## config.mk

```make
export PLATFORM = sky130hd
export DESIGN_NAME = elastic_config_loader
export DESIGN_NICKNAME = d
export VERILOG_FILES = /design/src/rtl/elastic_config_pkg.sv /design/src/rtl/elastic_config_checksum.sv /design/src/rtl/elastic_config_loader.sv
export SDC_FILE = /design/constraint.sdc
export NUM_CORES = 1
export LEC_CHECK = 0
export CORE_MARGIN = 3
export CORE_UTILIZATION = 28
export CTS_CLUSTER_DIAMETER = 150
export DETAILED_ROUTE_END_ITERATION = 12
export PLACE_DENSITY_LB_ADDON = 0.05
export SKIP_LAST_GASP = 1
export SYNTH_ARGS = -nofsm -noshare
export SYNTH_HDL_FRONTEND = slang
export SYNTH_SLANG_ARGS = --single-unit
```

## constraint.sdc

```tcl
create_clock -name clk -period 2.15 [get_ports clk]
set_input_delay 0.215 -clock clk [delete_from_list [all_inputs] [get_ports clk]]
set_output_delay 0.215 -clock clk [all_outputs]
set_load 0.05 [all_outputs]
```

## src/rtl/elastic_config_pkg.sv

```systemverilog
// Shared types for the PE configuration loader: packed context-word layout, loader states
// and the raw-word unpack helper.
package elastic_config_pkg;

  localparam int INPUT_NUM_BIT_LENGTH    = 3;
  localparam int NEIGHBOR_PE_NUM         = 4;
  localparam int OPERATION_BIT_LENGTH    = 4;
  localparam int DATA_WIDTH              = 32;
  localparam int DEFAULT_CONTEXT_SIZE    = 8;
  localparam int CONTEXT_SIZE_BIT_LENGTH = $clog2(DEFAULT_CONTEXT_SIZE);
  localparam int CFG_WORD_WIDTH          = 2 * INPUT_NUM_BIT_LENGTH + NEIGHBOR_PE_NUM
                                         + OPERATION_BIT_LENGTH + DATA_WIDTH;

  // Declared MSB first so that in1 occupies the least significant bits of the memory word.
  typedef struct packed {
    logic [DATA_WIDTH-1:0]           const_data;
    logic [OPERATION_BIT_LENGTH-1:0] op;
    logic [NEIGHBOR_PE_NUM-1:0]      output_mask;
    logic [INPUT_NUM_BIT_LENGTH-1:0] in2;
    logic [INPUT_NUM_BIT_LENGTH-1:0] in1;
  } ElasticConfigWord;

  typedef enum logic [1:0] {ST_IDLE, ST_LOAD, ST_DRAIN, ST_START} loader_state_e;

  function automatic ElasticConfigWord unpack_config_word(input logic [CFG_WORD_WIDTH-1:0] raw);
    return ElasticConfigWord'(raw);
  endfunction

endpackage

```

## src/rtl/elastic_config_checksum.sv

```systemverilog
// XOR accumulator over configuration words; clear takes priority over enable.
module elastic_config_checksum #(
  parameter int WIDTH = 46
) (
  input  logic             clk,
  input  logic             reset,
  input  logic             i_clear,
  input  logic             i_enable,
  input  logic [WIDTH-1:0] i_data,
  output logic [WIDTH-1:0] o_sum
);

  logic [WIDTH-1:0] r_sum;

  always_ff @(posedge clk) begin
    if (reset || i_clear) begin
      r_sum <= '0;
    end else if (i_enable) begin
      r_sum <= r_sum ^ i_data;
    end
  end

  assign o_sum = r_sum;

endmodule

```

## src/rtl/elastic_config_loader.sv

```systemverilog
// Streams packed context words from config memory into the PE array, then pulses start_exec.
// Optional XOR integrity check over the streamed words: ELASTIC_CONFIG_LOADER_CHECKSUM_EN.
module elastic_config_loader
  import elastic_config_pkg::*;
#(
  parameter int PE_NUM         = 16,
  parameter int CONTEXT_SIZE   = DEFAULT_CONTEXT_SIZE,
  parameter int CFG_ADDR_WIDTH = 16,
  localparam int CTX_W         = (CONTEXT_SIZE > 1) ? $clog2(CONTEXT_SIZE) : 1
) (
  input  logic                            clk,
  input  logic                            reset,
  input  logic                            load_start,
  input  logic [CFG_ADDR_WIDTH-1:0]       load_base_address,
  input  logic [CTX_W-1:0]                load_context_max_id,
  output logic                            load_busy,
  output logic                            load_done,
  output logic                            cfg_mem_read,
  output logic [CFG_ADDR_WIDTH-1:0]       cfg_mem_address,
  input  logic [CFG_WORD_WIDTH-1:0]       cfg_mem_data,
  output logic [PE_NUM-1:0]               config_pe_write,
  output logic [CTX_W-1:0]                config_index,
  output logic [INPUT_NUM_BIT_LENGTH-1:0] config_input_PE_index_1,
  output logic [INPUT_NUM_BIT_LENGTH-1:0] config_input_PE_index_2,
  output logic [NEIGHBOR_PE_NUM-1:0]      config_output_PE_index,
  output logic [OPERATION_BIT_LENGTH-1:0] config_op,
  output logic [DATA_WIDTH-1:0]           config_const_data,
  output logic                            start_exec,
  output logic [CTX_W-1:0]                mapping_context_max_id
`ifdef ELASTIC_CONFIG_LOADER_CHECKSUM_EN
  ,
  input  logic [CFG_WORD_WIDTH-1:0]       load_expected_checksum,
  output logic                            load_error
`endif
);

  localparam int PE_W = (PE_NUM > 1) ? $clog2(PE_NUM) : 1;
  localparam logic [CTX_W-1:0] CTX_LAST = CTX_W'(CONTEXT_SIZE - 1);
  localparam logic [PE_W-1:0]  PE_LAST  = PE_W'(PE_NUM - 1);

  loader_state_e    r_state;
  logic [CTX_W-1:0] r_max_id;
  logic [CTX_W-1:0] r_ctx;
  logic [PE_W-1:0]  r_pe;
  logic             r_read_d;
  logic [CTX_W-1:0] r_ctx_d;
  logic [PE_W-1:0]  r_pe_d;

  logic             w_accept;
  logic             w_last_read;
  logic             w_finish;
  logic             w_sum_ok;
  logic [CTX_W-1:0] w_max_clamped;
  ElasticConfigWord w_word;

  assign w_accept      = (r_state == ST_IDLE) && load_start;
  assign w_last_read   = (r_pe == PE_LAST) && (r_ctx == r_max_id);
  // The last write is on the outputs once no read is left in the return stage.
  assign w_finish      = (r_state == ST_DRAIN) && !r_read_d;
  assign w_max_clamped = (load_context_max_id > CTX_LAST) ? CTX_LAST : load_context_max_id;
  assign w_word        = unpack_config_word(cfg_mem_data);

`ifdef ELASTIC_CONFIG_LOADER_CHECKSUM_EN
  logic [CFG_WORD_WIDTH-1:0] r_expected;
  logic [CFG_WORD_WIDTH-1:0] w_sum;

  elastic_config_checksum #(.WIDTH(CFG_WORD_WIDTH)) u_checksum (
    .clk      (clk),
    .reset    (reset),
    .i_clear  (w_accept),
    .i_enable (r_read_d),
    .i_data   (cfg_mem_data),
    .o_sum    (w_sum)
  );

  assign w_sum_ok = (w_sum == r_expected);

  always_ff @(posedge clk) begin
    if (reset) begin
      r_expected <= '0;
      load_error <= 1'b0;
    end else if (w_accept) begin
      r_expected <= load_expected_checksum;
      load_error <= 1'b0;
    end else if (w_finish) begin
      load_error <= !w_sum_ok;
    end
  end
`else
  assign w_sum_ok = 1'b1;
`endif

  // NOTE: reset is sampled on the clock edge, and every state element uses non-blocking
  // assignment so all registers see the same pre-edge values.
  always_ff @(posedge clk) begin
    if (reset) begin
      r_state                 <= ST_IDLE;
      r_max_id                <= '0;
      r_ctx                   <= '0;
      r_pe                    <= '0;
      r_read_d                <= 1'b0;
      r_ctx_d                 <= '0;
      r_pe_d                  <= '0;
      load_busy               <= 1'b0;
      load_done               <= 1'b0;
      cfg_mem_read            <= 1'b0;
      cfg_mem_address         <= '0;
      config_pe_write         <= '0;
      config_index            <= '0;
      config_input_PE_index_1 <= '0;
      config_input_PE_index_2 <= '0;
      config_output_PE_index  <= '0;
      config_op               <= '0;
      config_const_data       <= '0;
      start_exec              <= 1'b0;
      mapping_context_max_id  <= '0;
    end else begin
      // NOTE: pulses default low each cycle; only the branches below raise them.
      config_pe_write <= '0;
      start_exec      <= 1'b0;
      load_done       <= 1'b0;

      r_read_d <= cfg_mem_read;
      r_ctx_d  <= r_ctx;
      r_pe_d   <= r_pe;

      // Field outputs only change on a write, so they hold between writes.
      if (r_read_d) begin
        config_pe_write         <= PE_NUM'(1) << r_pe_d;
        config_index            <= r_ctx_d;
        config_input_PE_index_1 <= w_word.in1;
        config_input_PE_index_2 <= w_word.in2;
        config_output_PE_index  <= w_word.output_mask;
        config_op               <= w_word.op;
        config_const_data       <= w_word.const_data;
      end

      case (r_state)
        ST_IDLE: begin
          if (load_start) begin
            r_state         <= ST_LOAD;
            load_busy       <= 1'b1;
            cfg_mem_read    <= 1'b1;
            cfg_mem_address <= load_base_address;
            r_max_id        <= w_max_clamped;
            r_ctx           <= '0;
            r_pe            <= '0;
          end
        end
        ST_LOAD: begin
          if (w_last_read) begin
            cfg_mem_read <= 1'b0;
            r_state      <= ST_DRAIN;
          end else begin
            cfg_mem_address <= cfg_mem_address + CFG_ADDR_WIDTH'(1);
            if (r_ctx == r_max_id) begin
              r_ctx <= '0;
              r_pe  <= r_pe + PE_W'(1);
            end else begin
              r_ctx <= r_ctx + CTX_W'(1);
            end
          end
        end
        ST_DRAIN: begin
          if (w_finish) begin
            r_state   <= ST_START;
            load_done <= 1'b1;
            if (w_sum_ok) begin
              start_exec             <= 1'b1;
              mapping_context_max_id <= r_max_id;
            end
          end
        end
        ST_START: begin
          r_state   <= ST_IDLE;
          load_busy <= 1'b0;
        end
        default: r_state <= ST_IDLE;
      endcase
    end
  end

endmodule

```

==> After elaboration in Yosys (flattened, before gate mapping) <==
Cells that the tools add are included.
{ "totals": {"register_bits": 107, "elab_cells": 72} }
{ "op_classes": {"n_addsub": 3, "n_lt_le_gt_ge": 1, "eq_ne": 10, "shifts": 1, "mux": 21, "bitwise": 2, "n_reduce_logical": 15} }
{ "ops": {"columns": ["op", "n"], "rows": [
  ["$mux 16", 2],
  ["$pmux 16 s2", 1],
  ["$add 16x1->16 const B", 1],
  ["$shl 1x4->16 const A", 1],
  ["$mux 3", 4],
  ["$mux 4", 3],
  ["$ne 2x2->1 const B", 5],
  ["$reduce_and 3->1", 3],
  ["$pmux 2 s4", 1],
  ["$pmux 4 s2", 1],
  ["$mux 2", 3],
  ["$pmux 3 s2", 1],
  ["$reduce_and 2->1", 3],
  ["$add 4x1->4 const B", 1],
  ["$eq 2x2->1 const B", 2],
  ["$eq 4x4->1 const B", 1],
  ["$pmux 1 s2", 2],
  ["$reduce_and 4->1", 1],
  ["$reduce_bool 2->1", 2],
  ["$reduce_or 2->1", 2],
  ["$add 3x1->3 const B", 1],
  ["$eq 3x3->1", 1],
  ["$gt 3x3->1 const B", 1],
  ["$mux 1", 3],
  ["other kinds (5)", 7]
]} }

==> Depth between registers and ports, before layout <==
{ "depth": {"word_depth": 4, "depth_mapped": 8, "mapped_depth_nobuf": 6} }

==> Worst setup path after synthesis <==
Ideal clock, no wire load.
{ "synth_path": {"path_type": "register to register", "startpoint": "register cfg_mem_address[1]", "endpoint": "register cfg_mem_address[10]", "setup_ns": 0.134, "arrival_ns": 1.956, "required_ns": 2.016, "setup_slack_ns": 0.059, "stages_incl_launch_ff": 6, "path_buffers": 0, "synth_period_minus_slack_ns": 2.091, "path_cell_list": "dfxtp_1 -> ha_1 -> nand4_1 -> o31a_1 -> o311ai_0 -> o31ai_1"} }
{ "synth_via": {"elab_chain_len": 3} }
{ "synth_lines": {"columns": ["element", "line_no", "rtl"], "rows": [
  ["start, declared", "elastic_config_loader.sv:19", "output logic [CFG_ADDR_WIDTH-1:0] cfg_mem_address,"],
  ["start signal, assigned", "elastic_config_loader.sv:144", "cfg_mem_address <= load_base_address;"],
  ["start signal, assigned", "elastic_config_loader.sv:155", "cfg_mem_address <= cfg_mem_address + CFG_ADDR_WIDTH'(1);"],
  ["$add 16x1->16", "elastic_config_loader.sv:155", null],
  ["$mux 16", "elastic_config_loader.sv:151", "if (w_last_read) begin"],
  ["$pmux 16 s2", "elastic_config_loader.sv:138", "case (r_state)"]
]} }
No other way between the ends. The select of a mux whose other input is x is not followed.
A chain may end at the register's enable or synchronous reset.

==> Worst setup path in the final report <==
{ "layout_path": {"startpoint": "register r_pe[0]", "endpoint": "register r_pe[1]"} }
{ "layout_via": {"elab_chain_len": 4} }
{ "layout_lines": {"columns": ["element", "line_no", "rtl"], "rows": [
  ["start, declared", "elastic_config_loader.sv:44", "logic [PE_W-1:0] r_pe;"],
  ["start signal, assigned", "elastic_config_loader.sv:158", "r_pe <= r_pe + PE_W'(1);"],
  ["$add 4x1->4 / $eq 4x4->1 (equally long branches)", "elastic_config_loader.sv:158, elastic_config_loader.sv:57", null],
  ["$mux 4 / $logic_and 1x1->1 (equally long branches)", "elastic_config_loader.sv:156, elastic_config_loader.sv:57", null],
  ["$mux 4 / $ne 2x2->1 (equally long branches)", null, null],
  ["$pmux 4 s2 / $reduce_and 4->1 (equally long branches)", null, null]
]} }
Several ways; a longest one is shown, not always the timed one. The select of a mux whose other input is x is not followed.

==> results.sh <==
export IMPL_vias=3920
export IMPL_stdcell_area_um2=6520
export IMPL_total_power_mw=7.29
export IMPL_postPlaceCellArea_um2=6210
export IMPL_ys_warn_count=0
export IMPL_die_height_um=131
export IMPL_cp_max_fo=4
export IMPL_clockBufferDepth=2
export IMPL_synth_ff_type="dfxtp_1"
export IMPL_start_util_pct=28.7
export IMPL_yosys_area_share_adder_pct=2.29
export IMPL_power_density_nw_per_um2=1120
export IMPL_cts_root_buf="clkbuf_16"
export IMPL_nNetsFinal=699
export IMPL_leakage_nw=2.33
export IMPL_multi_input_area_um2=2080
export IMPL_synth_top_area_share_pct=49.1
export IMPL_criticalPathCategory="register to register"
export IMPL_syn_nets=539
export IMPL_wl_um=12100
export IMPL_start_kind="register"
export IMPL_path_clk_slew_ps=70
export IMPL_grt_pass1_wl_um=19300
export IMPL_antenna_found_initial=0
export IMPL_place_inst=800
export IMPL_gp_congestion=0.797
export IMPL_syn_instance_count=463
export IMPL_die_w_um=131
export IMPL_grt_usage_pct=14.2
export IMPL_syn_to_final_growth_pct=49.4
export IMPL_htreeDepth=3
export IMPL_grt_ovfl_total=0
export IMPL_synthesis_area_um2=4370
export IMPL_yosys_area_top_type="dfxtp_1"
export IMPL_critPathMaxStageDelay_ps=560
export IMPL_cts_buffers=9
export IMPL_grtUsageMet2_pct=22.6
export IMPL_worstMarginPinSlew_ps=546
export IMPL_worst_path_max_delay_cell="or4_4"
export IMPL_drc_errors=0
export IMPL_diodes=0
export IMPL_muxShareOfSynthArea_pct=12.5
export IMPL_grt_most_used_layer="met2"
export IMPL_syn_area_per_cell_um2=9.43
export IMPL_cts_tree="built"
export IMPL_coreArea_um2=15200
export IMPL_ios=156
export IMPL_synth_xor_area_share_pct=1.20
export IMPL_synthTopCellsByArea="dfxtp_1 (49%), mux2i_1 (12%), nor2_1 (6.0%)"
export IMPL_hold_viol=0
export IMPL_met3_usage_pct=3.58
export IMPL_synth_compound_area_share_pct=12.1
export IMPL_synth_edf_count=0
export IMPL_post_place_ws_ps=104
export IMPL_clock_sinks=107
export IMPL_cts_hold_buffers_added=0
export IMPL_dieArea_um2=17100
export IMPL_drt_iter0_markers=216
export IMPL_clk_latency_ps=350
export IMPL_wire_per_inst_um=14.9
export IMPL_setup_viol=0
export IMPL_vias_per_cell=4.80
export IMPL_stdcell_count=816
export IMPL_r2r_start="r_pe[0]"
export IMPL_setup_ws_ps=117
export IMPL_synth_simple_gate_area_share_pct=19.5
export IMPL_layout_drive_gt1_share_pct=7.64
export IMPL_period_minus_slack_ps=2030
export IMPL_async_flop_share_pct=0
export IMPL_finalClockSkew_ps=5.18
export IMPL_grt_max_degree=43
export IMPL_hpwl_um=8680
export IMPL_worstPathArrival_ps=2270
export IMPL_crit_start="r_pe[0]"
export IMPL_period_share_pct=94.5
export IMPL_critPathCaptureType="register"
export IMPL_tns_ps=0
export IMPL_finalMaxSlewViolations=0
export IMPL_ys_types=49
export IMPL_portBuffers=155
export IMPL_fillers=1514
export IMPL_ys_ff_latch=107
export IMPL_required_ps=2390
export IMPL_maxCapViolCount=0
export IMPL_synth_commonest_cells="dfxtp_1 (107), nor2_1 (70), mux2i_1 (51), nand2_1 (31), a21oi_1 (16)"
export IMPL_min_from="reset"
export IMPL_synth_top_family_by_area="simple AND/OR/NAND/NOR gates"
export IMPL_rsz0062_at_grt="true"
export IMPL_synth_most_common_cell="dfxtp_1"
export IMPL_irDropWorstVdd_v=0.000426
export IMPL_dr_pass1_iters=4
export IMPL_ant_nets=0
export IMPL_fp_row_count=45
export IMPL_status="finished, final reports clean"
export IMPL_cp_cell_sequence="ha_1 > and3_1 > or4_4 > a21oi_4 > mux2_1"
export IMPL_seqCellArea_um2=2150
export IMPL_timing_fmax_mhz=492
export IMPL_ys_seq_area_share_pct=49.1
export IMPL_grt_use_met1_pct=18.9
export IMPL_holdCritPathClass="input pin to register"
export IMPL_grt_pass1_vias=3678
export IMPL_slew_headroom_pct=63.5
-- metrics by stage --
step	util [%]	hold slack, ps
floorplan	-	363
global placement	40.9	447
detailed placement	40.9	453
CTS	42.8	333
global route	42.9	375
finish	42.9	342
-- path summary, 6_finish.rpt --
check / slack (ps) / depth (start not counted) / to
worst min register to register: 460 / 2 / mapping_context_max_id[0]
worst min-delay path: 340 / 2 / cfg_mem_address[7]
worst max register to register: 120 / 5 / r_pe[1]
worst max-delay path: 120 / 5 / r_pe[1]
-- power breakdown --
| part | total, mW | leakage (nW) | switching (mW) | internal (mW) |
|---|---|---|---|---|
| Clock | 1.63 | 0.145 | 0.810 | 0.817 |
| Combinational | 3.12 | 1.31 | 1.90 | 1.22 |
| Sequential | 2.54 | 0.871 | 0.273 | 2.27 |
-- metal layers --
layer	vias to the layer above	wire [um]
met5	-	0
li1	1973	-
met4	0	138
met1	1820	5480
met3	10	577
met2	117	5940
-- cells in the final DEF (no fill, tap or decap), types with 2 or more instances in the layout --
master,instances
dfxtp_1,106
o32ai_1,5
inv_1,9
or4_4,2
a22oi_1,2
o21a_1,2
or4_1,2
a31oi_1,6
o31ai_1,6
nor3_1,7
nand2_1,31
nor2b_1,15
nand2b_1,8
clkbuf_16,9
xnor2_1,3
nor4_1,7
mux2i_1,51
and3_1,3
nand3b_1,2
clkdlybuf4s50_1,154
mux2_1,2
nand3_1,13
xor2_1,3
or3_1,4
nor2_1,70
a311oi_1,2
o31a_1,4
o21ai_0,8
a211oi_1,6
o311ai_0,2
clkinv_4,4
a221oi_1,2
a21oi_1,16
o211ai_1,6
ha_1,7
nand4_1,9
buf_4,20
-- critical path: cells and delay by family (launching register included) --
family,cells,cell delay (ps)
DFF,1,340
and+or+nand+nor,2,770
muxes,1,340
adders and majority gates,1,260
AOI/OAI and AO/OA,1,210
-- registers in the layout, summed over array words and instances, names as in the netlist, 4 cells and up --
register,cells
cfg_mem_address,16
config_const_data,32
config_op,4
config_output_PE_index,4
config_pe_write,16
r_pe,4
r_pe_d,4
-- logic make-up after synthesis --
family,count (synthesis)
AND/OR/NAND/NOR,176
flip-flops,107
AO/OA/AOI/OAI,75
multiplexers,54
buffers and inverters,37
adder cells (fa/ha/maj),8
XOR/XNOR,6
-- area by class of cell --
cell class / count / share of cell area (%)
sequential: 107 / 32.9
multi-input combinational: 319 / 31.9
timing repair buffer: 177 / 26.5
tap: 188 / 3.61
clock buffer: 9 / 3.45
clock inverter: 7 / 1.09
inverter: 9 / 0.518
-- what timing repair did --
action	in CTS	in global routing
endpoints found under the setup margin	0	6
setup buffers	0	0
gates resized for setup	0	3
Power figures use the tool's default switching activity.
